### src/rtl/beam_dac_pkg.sv
// Shared types and helpers for the Vectrex beam-to-DAC queue.
package beam_dac_pkg;

  localparam int DAC_W  = 12;
  localparam int BEAM_W = 10;
  localparam logic [BEAM_W-1:0] SCALE_OFFSET = 10'd384;

  typedef struct packed {
    logic              blank;
    logic [BEAM_W-1:0] h;
    logic [BEAM_W-1:0] v;
  } sample_t;

  // Halve the beam coordinate and centre it; 0..1023 maps onto 384..895.
  function automatic logic [BEAM_W-1:0] scale_axis(input logic [BEAM_W-1:0] raw);
    return (raw >> 1) + SCALE_OFFSET;
  endfunction

  function automatic logic [BEAM_W:0] axis_delta(input logic [BEAM_W-1:0] a,
                                                 input logic [BEAM_W-1:0] b);
    logic [BEAM_W:0] d;
    d = {1'b0, a} - {1'b0, b};
    return d[BEAM_W] ? (~d + {{BEAM_W{1'b0}}, 1'b1}) : d;
  endfunction

endpackage

### src/rtl/beam_dac_queue_sync_fifo.sv
// Synchronous FIFO with extended pointers; exposes the entry behind the head
// so the consumer can refill its output register without a bubble.
module sync_fifo #(
  parameter int DEPTH = 16,
  parameter int WIDTH = 25
) (
  input  logic                     i_clock,
  input  logic                     i_reset_n,
  input  logic                     i_wr_en,
  input  logic [WIDTH-1:0]         i_wr_data,
  input  logic                     i_rd_en,
  output logic [WIDTH-1:0]         o_next_data,
  output logic                     o_empty,
  output logic                     o_full,
  output logic [$clog2(DEPTH):0]   o_level
);
  localparam int AW = $clog2(DEPTH);
  localparam logic [AW:0] LEVEL_FULL = (AW + 1)'(DEPTH);

  logic [WIDTH-1:0] r_mem [DEPTH];
  logic [AW:0]      r_wr_ptr;
  logic [AW:0]      r_rd_ptr;
  logic [AW-1:0]    w_next_idx;

  // Pointer update; reset discards everything queued.
  always_ff @(posedge i_clock or negedge i_reset_n) begin
    if (!i_reset_n) begin
      r_wr_ptr <= {(AW + 1){1'b0}};
      r_rd_ptr <= {(AW + 1){1'b0}};
    end else begin
      if (i_wr_en) r_wr_ptr <= r_wr_ptr + (AW + 1)'(1);
      if (i_rd_en) r_rd_ptr <= r_rd_ptr + (AW + 1)'(1);
    end
  end

  // Storage array write port.
  always_ff @(posedge i_clock) begin
    if (i_wr_en) r_mem[r_wr_ptr[AW-1:0]] <= i_wr_data;
  end

  assign w_next_idx  = r_rd_ptr[AW-1:0] + AW'(1);
  assign o_next_data = r_mem[w_next_idx];
  assign o_level     = r_wr_ptr - r_rd_ptr;
  assign o_empty     = (r_wr_ptr == r_rd_ptr);
  assign o_full      = (o_level == LEVEL_FULL);

endmodule

### src/rtl/beam_dac_queue.sv
// Scales, deadband-filters and queues Vectrex beam samples for the SPI DAC
// serializer, re-sending the last position when the stream goes idle.
module beam_dac_queue
  import beam_dac_pkg::*;
#(
  parameter int DEPTH     = 16,
  parameter int DEADBAND  = 2,
  parameter int KEEPALIVE = 4096
) (
  input  logic                   clock,
  input  logic                   reset_n,
  input  logic                   sample_en,
  input  logic [BEAM_W-1:0]      beam_h,
  input  logic [BEAM_W-1:0]      beam_v,
  input  logic                   beam_blank_n,
  input  logic                   out_ready,
  output logic                   out_valid,
  output logic [DAC_W-1:0]       dac_x,
  output logic [DAC_W-1:0]       dac_y,
  output logic [DAC_W-1:0]       dac_z,
  output logic [$clog2(DEPTH):0] fifo_level,
  output logic                   overflow,
  output logic [15:0]            drop_count
);
  localparam int LW = $clog2(DEPTH) + 1;
  localparam int IW = (KEEPALIVE > 0) ? $clog2(KEEPALIVE + 1) : 1;
  localparam logic [IW-1:0]     IDLE_LIMIT = IW'(KEEPALIVE);
  localparam logic [BEAM_W:0]   DB_LIMIT   = (BEAM_W + 1)'(DEADBAND);

  logic              r_s1_valid;
  sample_t           r_s1;
  logic              r_last_valid;
  sample_t           r_last;
  logic [IW-1:0]     r_idle;
  logic              r_out_valid;
  logic [DAC_W-1:0]  r_dac_x;
  logic [DAC_W-1:0]  r_dac_y;
  logic [DAC_W-1:0]  r_dac_z;
  logic              r_overflow;
  logic [15:0]       r_drop_count;

  logic [BEAM_W:0]   w_dh;
  logic [BEAM_W:0]   w_dv;
  logic              w_real_push;
  logic              w_keep_push;
  logic              w_push;
  sample_t           w_push_data;
  logic              w_pop;
  logic              w_wr_en;
  logic              w_drop;
  logic              w_load;
  logic              w_fifo_empty;
  logic              w_fifo_full;
  sample_t           w_next_data;
  sample_t           w_head;
  logic [LW-1:0]     w_level;
  logic [LW-1:0]     w_level_next;
  logic [LW-1:0]     w_remaining;

  // S1: capture the scaled sample one cycle after the strobe.
  always_ff @(posedge clock or negedge reset_n) begin
    if (!reset_n) begin
      r_s1_valid <= 1'b0;
      r_s1       <= '{blank: 1'b0, h: {BEAM_W{1'b0}}, v: {BEAM_W{1'b0}}};
    end else begin
      r_s1_valid <= sample_en;
      if (sample_en) begin
        r_s1 <= '{blank: beam_blank_n, h: scale_axis(beam_h), v: scale_axis(beam_v)};
      end
    end
  end

  // Push decision, keepalive injection, drop detection and next output head.
  always_comb begin
    w_dh        = axis_delta(r_s1.h, r_last.h);
    w_dv        = axis_delta(r_s1.v, r_last.v);
    w_real_push = 1'b0;
    if (r_s1_valid) begin
      w_real_push = !r_last_valid || (r_s1.blank != r_last.blank) ||
                    (w_dh > DB_LIMIT) || (w_dv > DB_LIMIT);
    end else begin
      w_real_push = 1'b0;
    end
    w_keep_push  = (KEEPALIVE != 0) && !w_real_push && r_last_valid && (r_idle == IDLE_LIMIT);
    w_push       = w_real_push || w_keep_push;
    w_push_data  = w_real_push ? r_s1 : r_last;
    w_pop        = r_out_valid && out_ready;
    w_wr_en      = w_push && (!w_fifo_full || w_pop);
    w_drop       = w_push && w_fifo_full && !w_pop;
    w_load       = !r_out_valid || out_ready;
    w_level_next = w_level + LW'(w_wr_en) - LW'(w_pop);
    w_remaining  = w_level - LW'(w_pop);
    // When nothing else is queued, the word being written this edge becomes the head.
    w_head       = (w_remaining == {LW{1'b0}}) ? w_push_data : w_next_data;
  end

  // Last-pushed register and idle counter.
  always_ff @(posedge clock or negedge reset_n) begin
    if (!reset_n) begin
      r_last_valid <= 1'b0;
      r_last       <= '{blank: 1'b0, h: {BEAM_W{1'b0}}, v: {BEAM_W{1'b0}}};
      r_idle       <= {IW{1'b0}};
    end else if (w_wr_en) begin
      r_last_valid <= 1'b1;
      r_last       <= w_push_data;
      r_idle       <= {IW{1'b0}};
    end else if (w_fifo_empty && !r_out_valid && (r_idle != IDLE_LIMIT)) begin
      r_idle <= r_idle + IW'(1);
    end
  end

  // Sticky overflow flag and saturating drop counter.
  always_ff @(posedge clock or negedge reset_n) begin
    if (!reset_n) begin
      r_overflow   <= 1'b0;
      r_drop_count <= 16'd0;
    end else if (w_drop) begin
      r_overflow <= 1'b1;
      if (r_drop_count != 16'hFFFF) r_drop_count <= r_drop_count + 16'd1;
    end
  end

  // Output register mirrors the FIFO head; the entry is popped on transfer.
  always_ff @(posedge clock or negedge reset_n) begin
    if (!reset_n) begin
      r_out_valid <= 1'b0;
      r_dac_x     <= {DAC_W{1'b0}};
      r_dac_y     <= {DAC_W{1'b0}};
      r_dac_z     <= {DAC_W{1'b0}};
    end else if (w_load) begin
      r_out_valid <= (w_level_next != {LW{1'b0}});
      if (w_level_next != {LW{1'b0}}) begin
        r_dac_x <= {~w_head.v, 2'b00};
        r_dac_y <= {w_head.h, 2'b00};
        r_dac_z <= {DAC_W{w_head.blank}};
      end
    end
  end

  sync_fifo #(
    .DEPTH (DEPTH),
    .WIDTH ($bits(sample_t))
  ) u_fifo (
    .i_clock     (clock),
    .i_reset_n   (reset_n),
    .i_wr_en     (w_wr_en),
    .i_wr_data   (w_push_data),
    .i_rd_en     (w_pop),
    .o_next_data (w_next_data),
    .o_empty     (w_fifo_empty),
    .o_full      (w_fifo_full),
    .o_level     (w_level)
  );

  assign out_valid  = r_out_valid;
  assign dac_x      = r_dac_x;
  assign dac_y      = r_dac_y;
  assign dac_z      = r_dac_z;
  assign fifo_level = w_level;
  assign overflow   = r_overflow;
  assign drop_count = r_drop_count;

endmodule

### config.mk
export PLATFORM = sky130hd
export DESIGN_NAME = beam_dac_queue
export DESIGN_NICKNAME = d
export VERILOG_FILES = /design/src/rtl/beam_dac_pkg.sv /design/src/rtl/beam_dac_queue_sync_fifo.sv /design/src/rtl/beam_dac_queue.sv
export SDC_FILE = /design/constraint.sdc
export NUM_CORES = 1
export LEC_CHECK = 0
export BUFFER_PORTS_ARGS = -buffer_cell sky130_fd_sc_hd__buf_2
export CAP_MARGIN = 20
export CORE_MARGIN = 2
export CORE_UTILIZATION = 45
export CTS_CLUSTER_SIZE = 28
export DETAILED_ROUTE_END_ITERATION = 6
export GPL_ROUTABILITY_DRIVEN = 1
export PLACE_DENSITY = 0.57
export SYNTH_ARGS = -nofsm -noshare
export SYNTH_HDL_FRONTEND = slang
export SYNTH_SLANG_ARGS = --single-unit
### constraint.sdc
create_clock -name clock -period 21 [get_ports clock]
set_clock_uncertainty 0.15 [all_clocks]
set_input_delay 2.1 -clock clock [delete_from_list [all_inputs] [get_ports clock]]
set_output_delay 2.1 -clock clock [all_outputs]
set_load 0.02 [all_outputs]
---- Word level (Yosys, flattened, before mapping) ----
Memories as Yosys holds them, arrays and structs flattened.
Index checks and enable logic that the tools add are counted.
Widths: inputs -> output; s select.
cells by class
  add/sub/neg operators ................... 15
  magnitude comparators ................... 2
  eq/ne operators ......................... 6
  mux-type cells .......................... 9
  bitwise operators ....................... 3
  reductions and logical operators ........ 24
operator list
  operator               number
  $mux 21                2
  $mux 13                2
  $add 11x1->11 const B  2
  $gt 11x2->1 const B    2
  $mux 11                2
  $not 11->11            2
  $sub 10x10->11         2
  $add 9x9->10 const B   2
  $add 16x1->16 const B  1
  $ne 16x16->1 const B   1
  $add 13x1->13 const B  1
  $eq 13x13->1 const B   1
  $ne 13x13->1 const B   1
  $add 5x1->5 const B    2
  $not 10->10            1
  $sub 5x1->5            2
  $logic_and 1x1->1      8
  $logic_or 1x1->1       6
  $add 5x1->5            1
  $eq 5x5->1             1
  $eq 5x5->1 const B     1
  $logic_not 1->1        5
  $logic_not 5->1        1
  $reduce_bool 5->1      1
  other kinds (6)        9
storage, ports and cells
  bits in registers ....................... 106
  memory bits (writable) .................. 336
  output and inout bits ................... 59
  memories ................................ 1
memories
  name          words  width  read ports  clocked after memory_dff  wr ports  line                            source
  u_fifo.r_mem  16     21     1           0                         1         beam_dac_queue_sync_fifo.sv:20  logic [WIDTH-1:0] r_mem [DEPTH];

---- Logic depth before layout (Yosys ltp) ----
  word-level depth ........................ 17
  gate-level depth with buffers ........... 29
  gate-level depth less buffers ........... 24

---- Hierarchy ----
A second synthesis with hierarchy kept.
unflattened totals
  cell total of the unflattened synthesis .. 1,310
  area, all modules ....................... 20,149.3 sq um
modules (own cells, without submodules)
  module          times used  cells an instance  area each (sq um)  seq. area each (sq um)
  sync_fifo       1           624                13,753.2           10,339.9
  beam_dac_queue  1           686                6,396.1            2,402.3

---- Worst setup path after synthesis ----
OpenSTA, ideal clock, no wires.
  path kind ............................... register -> register
  start point ............................. reg r_s1[10] in the netlist's numbering
  end point ............................... reg r_dac_x[2] (netlist: dac_x[2])
  setup time .............................. 0.137 ns
  arrival time ............................ 6.363 ns
  required time ........................... 20.713 ns
  setup slack ............................. 14.351 ns
  stages on the path, launching flop included .. 30
  buffers on the path ..................... 5
  clock period less this slack ............ 6.649 ns
  cells stage by stage .................... dfrtp_1 inv_1 ha_1 inv_1 fa_1 a21o_1 and4_1 or3_1 a2111oi_4 mux2i_1 o2bb2ai_1 o41ai_1 o41a_1 buf_4 buf_2 o21ai_0 o21ai_0 ha_1 fa_1 a21o_1 a21oi_1 xnor2_1 xnor2_1 nand3_1 and2_1 clkbuf_1 clkbuf_1 clkbuf_1 mux2i_1 o21ai_0
on the way
  word-level cells in the longest chain between the ends .. 17
  elaborated cells on any way between the ends .. 20
RTL lines
  element                         line                   source
  start, declared                 beam_dac_queue.sv:31   sample_t r_s1;
  start signal, assigned          beam_dac_queue.sv:64   r_s1 <= '{blank: 1'b0, h: {BEAM_W{1'b0}}, v: {BEAM_W{1'b0}}};
  start signal, assigned          beam_dac_queue.sv:68   r_s1 <= '{blank: beam_blank_n, h: scale_axis(beam_h), v: scale_axis(beam_v)};
  $sub 10x10->11 (*)              beam_dac_pkg.sv:22     d = {1'b0, a} - {1'b0, b};
  $not 11->11                     beam_dac_pkg.sv:23     return d[BEAM_W] ? (~d + {{BEAM_W{1'b0}}, 1'b1}) : d;
  $add 11x1->11                   beam_dac_pkg.sv:23
  $mux 11 (*)                     beam_dac_pkg.sv:23
  $gt 11x2->1 (*)                 beam_dac_queue.sv:80   (w_dh > DB_LIMIT) || (w_dv > DB_LIMIT);
  $logic_or 1x1->1 (*)            beam_dac_queue.sv:79   w_real_push = !r_last_valid || (r_s1.blank != r_last.blank) ||
  $logic_or 1x1->1 (*)            beam_dac_queue.sv:80
  $mux 1 (*)                      beam_dac_queue.sv:78   if (r_s1_valid) begin
  $logic_not 1->1                 beam_dac_queue.sv:84   w_keep_push = (KEEPALIVE != 0) && !w_real_push && r_last_valid && (r_idle == IDLE_LIMIT);
  $logic_and 1x1->1 (2 in a row)  beam_dac_queue.sv:84
  $logic_or 1x1->1                beam_dac_queue.sv:85   w_push = w_real_push || w_keep_push;
  $logic_and 1x1->1               beam_dac_queue.sv:88   w_wr_en = w_push && (!w_fifo_full || w_pop);
  $add 5x1->5                     beam_dac_queue.sv:91   w_level_next = w_level + LW'(w_wr_en) - LW'(w_pop);
  $sub 5x1->5                     beam_dac_queue.sv:91
  $reduce_bool 5->1               beam_dac_queue.sv:132  if (w_level_next != {LW{1'b0}}) begin
  $reduce_and 2->1 (no line)      --
  end signal, assigned            beam_dac_queue.sv:127  r_dac_x <= {DAC_W{1'b0}};
  end signal, assigned            beam_dac_queue.sv:133  r_dac_x <= {~w_head.v, 2'b00};
  end, declared                   beam_dac_queue.sv:36   logic [DAC_W-1:0] r_dac_x;
Every way passes the cells marked *; elsewhere a longest branch is shown, timed or not.
A chain may end at the register's enable or synchronous reset.

---- Final worst setup path ----
  start point ............................. reg r_s1[0] in the netlist's numbering
  end point ............................... reg r_dac_x[2] (netlist: dac_x[2])
on the way
  word-level cells in the longest chain between the ends .. 16
  elaborated cells on any way between the ends .. 19
RTL lines
  element                         line
  $sub 10x10->11                  beam_dac_pkg.sv:22
  $not 11->11                     beam_dac_pkg.sv:23
  $add 11x1->11                   beam_dac_pkg.sv:23
  $mux 11                         beam_dac_pkg.sv:23
  $gt 11x2->1                     beam_dac_queue.sv:80
  $logic_or 1x1->1                beam_dac_queue.sv:80
  $mux 1                          beam_dac_queue.sv:78
  $logic_not 1->1                 beam_dac_queue.sv:84
  $logic_and 1x1->1 (2 in a row)  beam_dac_queue.sv:84
  $logic_or 1x1->1                beam_dac_queue.sv:85
  $logic_and 1x1->1               beam_dac_queue.sv:88
  $add 5x1->5                     beam_dac_queue.sv:91
  $sub 5x1->5                     beam_dac_queue.sv:91
  $reduce_bool 5->1               beam_dac_queue.sv:132
  $reduce_and 2->1 (no line)      --
Parallel ways exist; a longest one is shown, timed or not.

==> summary.txt <==
Timing
  • Worst-margin pin slew: around 1100 ps
  • Slew headroom: around 28%
  • Max Slew Vio Count: 0
  • Final period util: 33.4%
  • Hold Slack: ~330 ps
  • Final Hold Fails: 0
  • RSZ-0062 raised after global routing: false
  • Minimum clock period: roughly 7000 ps
  • Fmax: 143 MHz
  • Final setup vio count: 0
  • Setup TNS Final: 0 ps

Yosys
  • Count leader, synth: edfxtp_1
  • Largest family of logic cells by synthesized area: multiplexers
  • Post-synth top area cell: edfxtp_1
  • Sequential share of the synthesized area: a little under two thirds
  • Yosys reg bits: between 400 and 500
  • Avg Inst Size Synth: around 16 sq um
  • Adder-Cell Fraction of Synth Area: 3.14%
  • Synth Cell Area: 20100 sq um
  • Synth Warn #: 0
  • Synth Area in Compound Gates: under 10%
  • Top cell type's share of synthesized area: roughly half
  • Primary FF master, synth: edfxtp_1
  • Syn Inst Count: roughly 1300
  • Post-synthesis xor/xnor area fraction: under 10%
  • Top post-synthesis cells by count: edfxtp_1, dfrtp_1, mux4_2
  • Area contributors post-synth: edfxtp_1, dfrtp_1, mux4_2
  • Ys async rst share: a little under a quarter
  • Synth cell types: 71
  • Simple-gate share of the synthesized area: 5.80%
  • Post-synth EDFFs: about 340
  • Mux cell area share after synthesis: between 10% and 20%

Clocking
  • CTS tree: done
  • CTS H-tree depth: 2
  • CTS Hold Bufs: 0
  • Post-CTS setup buffer count: 0
  • CTS Buf Count: 47
  • Cts repair resizes: 0
  • CTS root buffer: clkbuf_16
  • Clock transition at the registers of the reported paths: around 60 ps
  • Clk_lat worst skew: 590 ps
  • Clock buffer depth: 3
  • Clock Sinks: approximately 440

Placed design
  • Placed wire-length estimate: between 20000 and 30000 microns
  • Port bufs: a little under 80
  • Post-Place Cells: around 1900
  • GP Congestion: slightly above 0.8

Drt
  • Drt pass-1 iters: 5
  • Final WL: about 44000 microns
  • DRC violations left: 0
  • Antenna Violating Nets Remaining: 0
  • Post-DR vias/cell: between 5 and 6
  • Initial DRC Count: a little under 700
  • Via count: between 10000 and 15000
  • DR WL/cell: roughly 22 microns

Die
  • Starting Density: 45.5%
  • Die Ht: 215 microns
  • Die X: 215 microns
  • IO Pins: 84
  • Core area: between 40000 and 50000 sq um
  • Standard-cell row count: 77
  • Die ar.: 46300 sq um

Worst setup path
  • R2R depth: 24
  • Worst Setup Start Kind: flip-flop
  • Crit path arrival time: ~7400 ps
  • Critical path cell sequence: inv_1 -> ha_1 -> inv_1 -> fa_1 -> a211o_1 -> a221o_1 -> a21oi_1 -> nand3_1 -> o32ai_1 -> o2111ai_1 -> o41a_2 -> o21ai_0 -> o21ai_0 -> ha_1 -> fa_1 -> a21o_1 -> a21oi_1 -> xnor2_1 -> xnor2_1 -> nand3_1 -> and2_2 -> buf_4 -> nand2_1 -> o21ai_0
  • Critical path's largest stage delay: roughly 600 ps
  • Worst path most repeated cell: o21ai_0
  • Crit path max fanout: 32
  • Critical path class: flip-flop to flip-flop
  • Slowest CP cell: a21oi_1
  • Critical Path RT: between 20000 and 25000 ps
  • Critical Path End Type: flip-flop

Cells and area
  • Fin nets: about 1400
  • Share of post-route cells with drive strength above 1: 23.8%
  • Area grow syn2layout: 12.7%
  • Final non-filler cell total: ~2000
  • # fillers: between 3000 and 4000
  • Diodes inserted: 0

Power and ir drop
  • Total Power: 3.50 mW
  • Worst vdd ir: approximately 120 uV
  • Pwr per Cell Area: 155 nW/um^2
  • LEAKAGE: around 8.3 nW

Run status
  • Status: finished clean

Hold path
  • Min-Delay Path Class: flip-flop to flip-flop
  • Min-Delay Path Depth: 1

Global routing
  • Largest net degree at the start of global routing: 64
  • Gr usage total: between 10% and 20%
  • Antenna violations before repair: 0
  • First-pass GRT wire length: 66900 microns
  • Vias in the first global route: 11280
  • Total grt overflow: 0

Flow run
  • Max-cap viol count: 0
## per-stage QoR
stage / util (%) / setup slack [ps] / cell area [sq um]
detailed placement: 47.9 / 13950 / 21100
CTS: 51.3 / 13940 / 22600
global placement: 47.9 / 14030 / 21100
floorplan: - / 14350 / 20100
global route: 51.3 / 13450 / 22600
finish: 51.3 / 14000 / 22600
## final cells by class
cell class / count / area, sq um / share of cell area, %
Clock buffer: 70 / 1330 / 5.89
Clock inverter: 18 / 153 / 0.675
Inverter: 53 / 199 / 0.880
Multi-Input combinational cell: 720 / 6850 / 30.3
Sequential cell: 442 / 12700 / 56.4
Tap cell: 592 / 741 / 3.27
Timing Repair Buffer: 106 / 603 / 2.67
## layer usage
layer | vias up | part of all wire (%) | GRT usage (%)
li1 | 5164 | - | -
met1 | 5644 | 46 | 26.4
met2 | 211 | 48 | 31.3
met3 | 54 | 3.8 | 2.55
met4 | 0 | 2.3 | 6.00
met5 | - | 0 | 0
## critical path, delay by kind of cell (launching register included)
family	cells	cell delay [ps]
XOR/XNOR	2	270
buffers and inverters	3	590
AO/OA/AOI/OAI	11	3370
AND/OR/NAND/NOR	4	940
adder cells (fa/ha/maj)	4	1210
flip-flops	1	370
## where the power goes
group / switching (mW) / total [mW] / internal (mW)
combinational: 0.884 / 1.54 / 0.657
sequential: 0.0555 / 1.16 / 1.10
clock: 0.341 / 0.796 / 0.455
## state kept, by name (all words and copies together), names as in the netlist
register	cells
u_fifo.r_mem	336
out_valid	1
r_idle	13
r_s1	21
dac_z	1
r_last	21
r_last_valid	1
overflow	1
drop_count	16
dac_y	10
u_fifo.r_wr_ptr	5
dac_x	10
r_s1_valid	1
u_fifo.r_rd_ptr	5
## cell usage in the layout (no fill, tap or decap), drive strengths merged, types with 16 or more instances in the layout
master    n
a211oi   34
a21oi    43
and3     29
buf     106
clkbuf   70
dfrtp   106
edfxtp  336
ha       44
inv      56
mux2     67
mux2i    37
mux4     84
nand2    35
nand3    21
nor2     55
nor2b    27
nor3     16
o21ai    36
xnor2    41
xor2     18
## worst paths after layout
| kind | end | from | slack [ps] |
|---|---|---|---|
| max in group asynchronous | r_idle[6]$_DFFE_PN0P_ | reset_n | 17920 |
| worst min register to register | overflow$_DFFE_PN0P_ | overflow$_DFFE_PN0P_ | 330 |
| worst max register to register | dac_x[2]$_DFFE_PN0P_ | r_s1[0]$_DFFE_PN0P_ | 14000 |
| worst max-delay path | dac_x[2]$_DFFE_PN0P_ | r_s1[0]$_DFFE_PN0P_ | 14000 |
| min in group asynchronous | dac_y[5]$_DFFE_PN0P_ | reset_n | 1440 |
| worst min-delay path | overflow$_DFFE_PN0P_ | overflow$_DFFE_PN0P_ | 330 |
## cells by family after synthesis
family | count (synthesis)
xor+xnor | 59
other cells | 1
flops | 442
fa+ha+maj | 48
buf+inv | 128
compound gates | 195
simple gates | 226
mux | 188
Note: power is estimated with default switching activity, not from simulation.
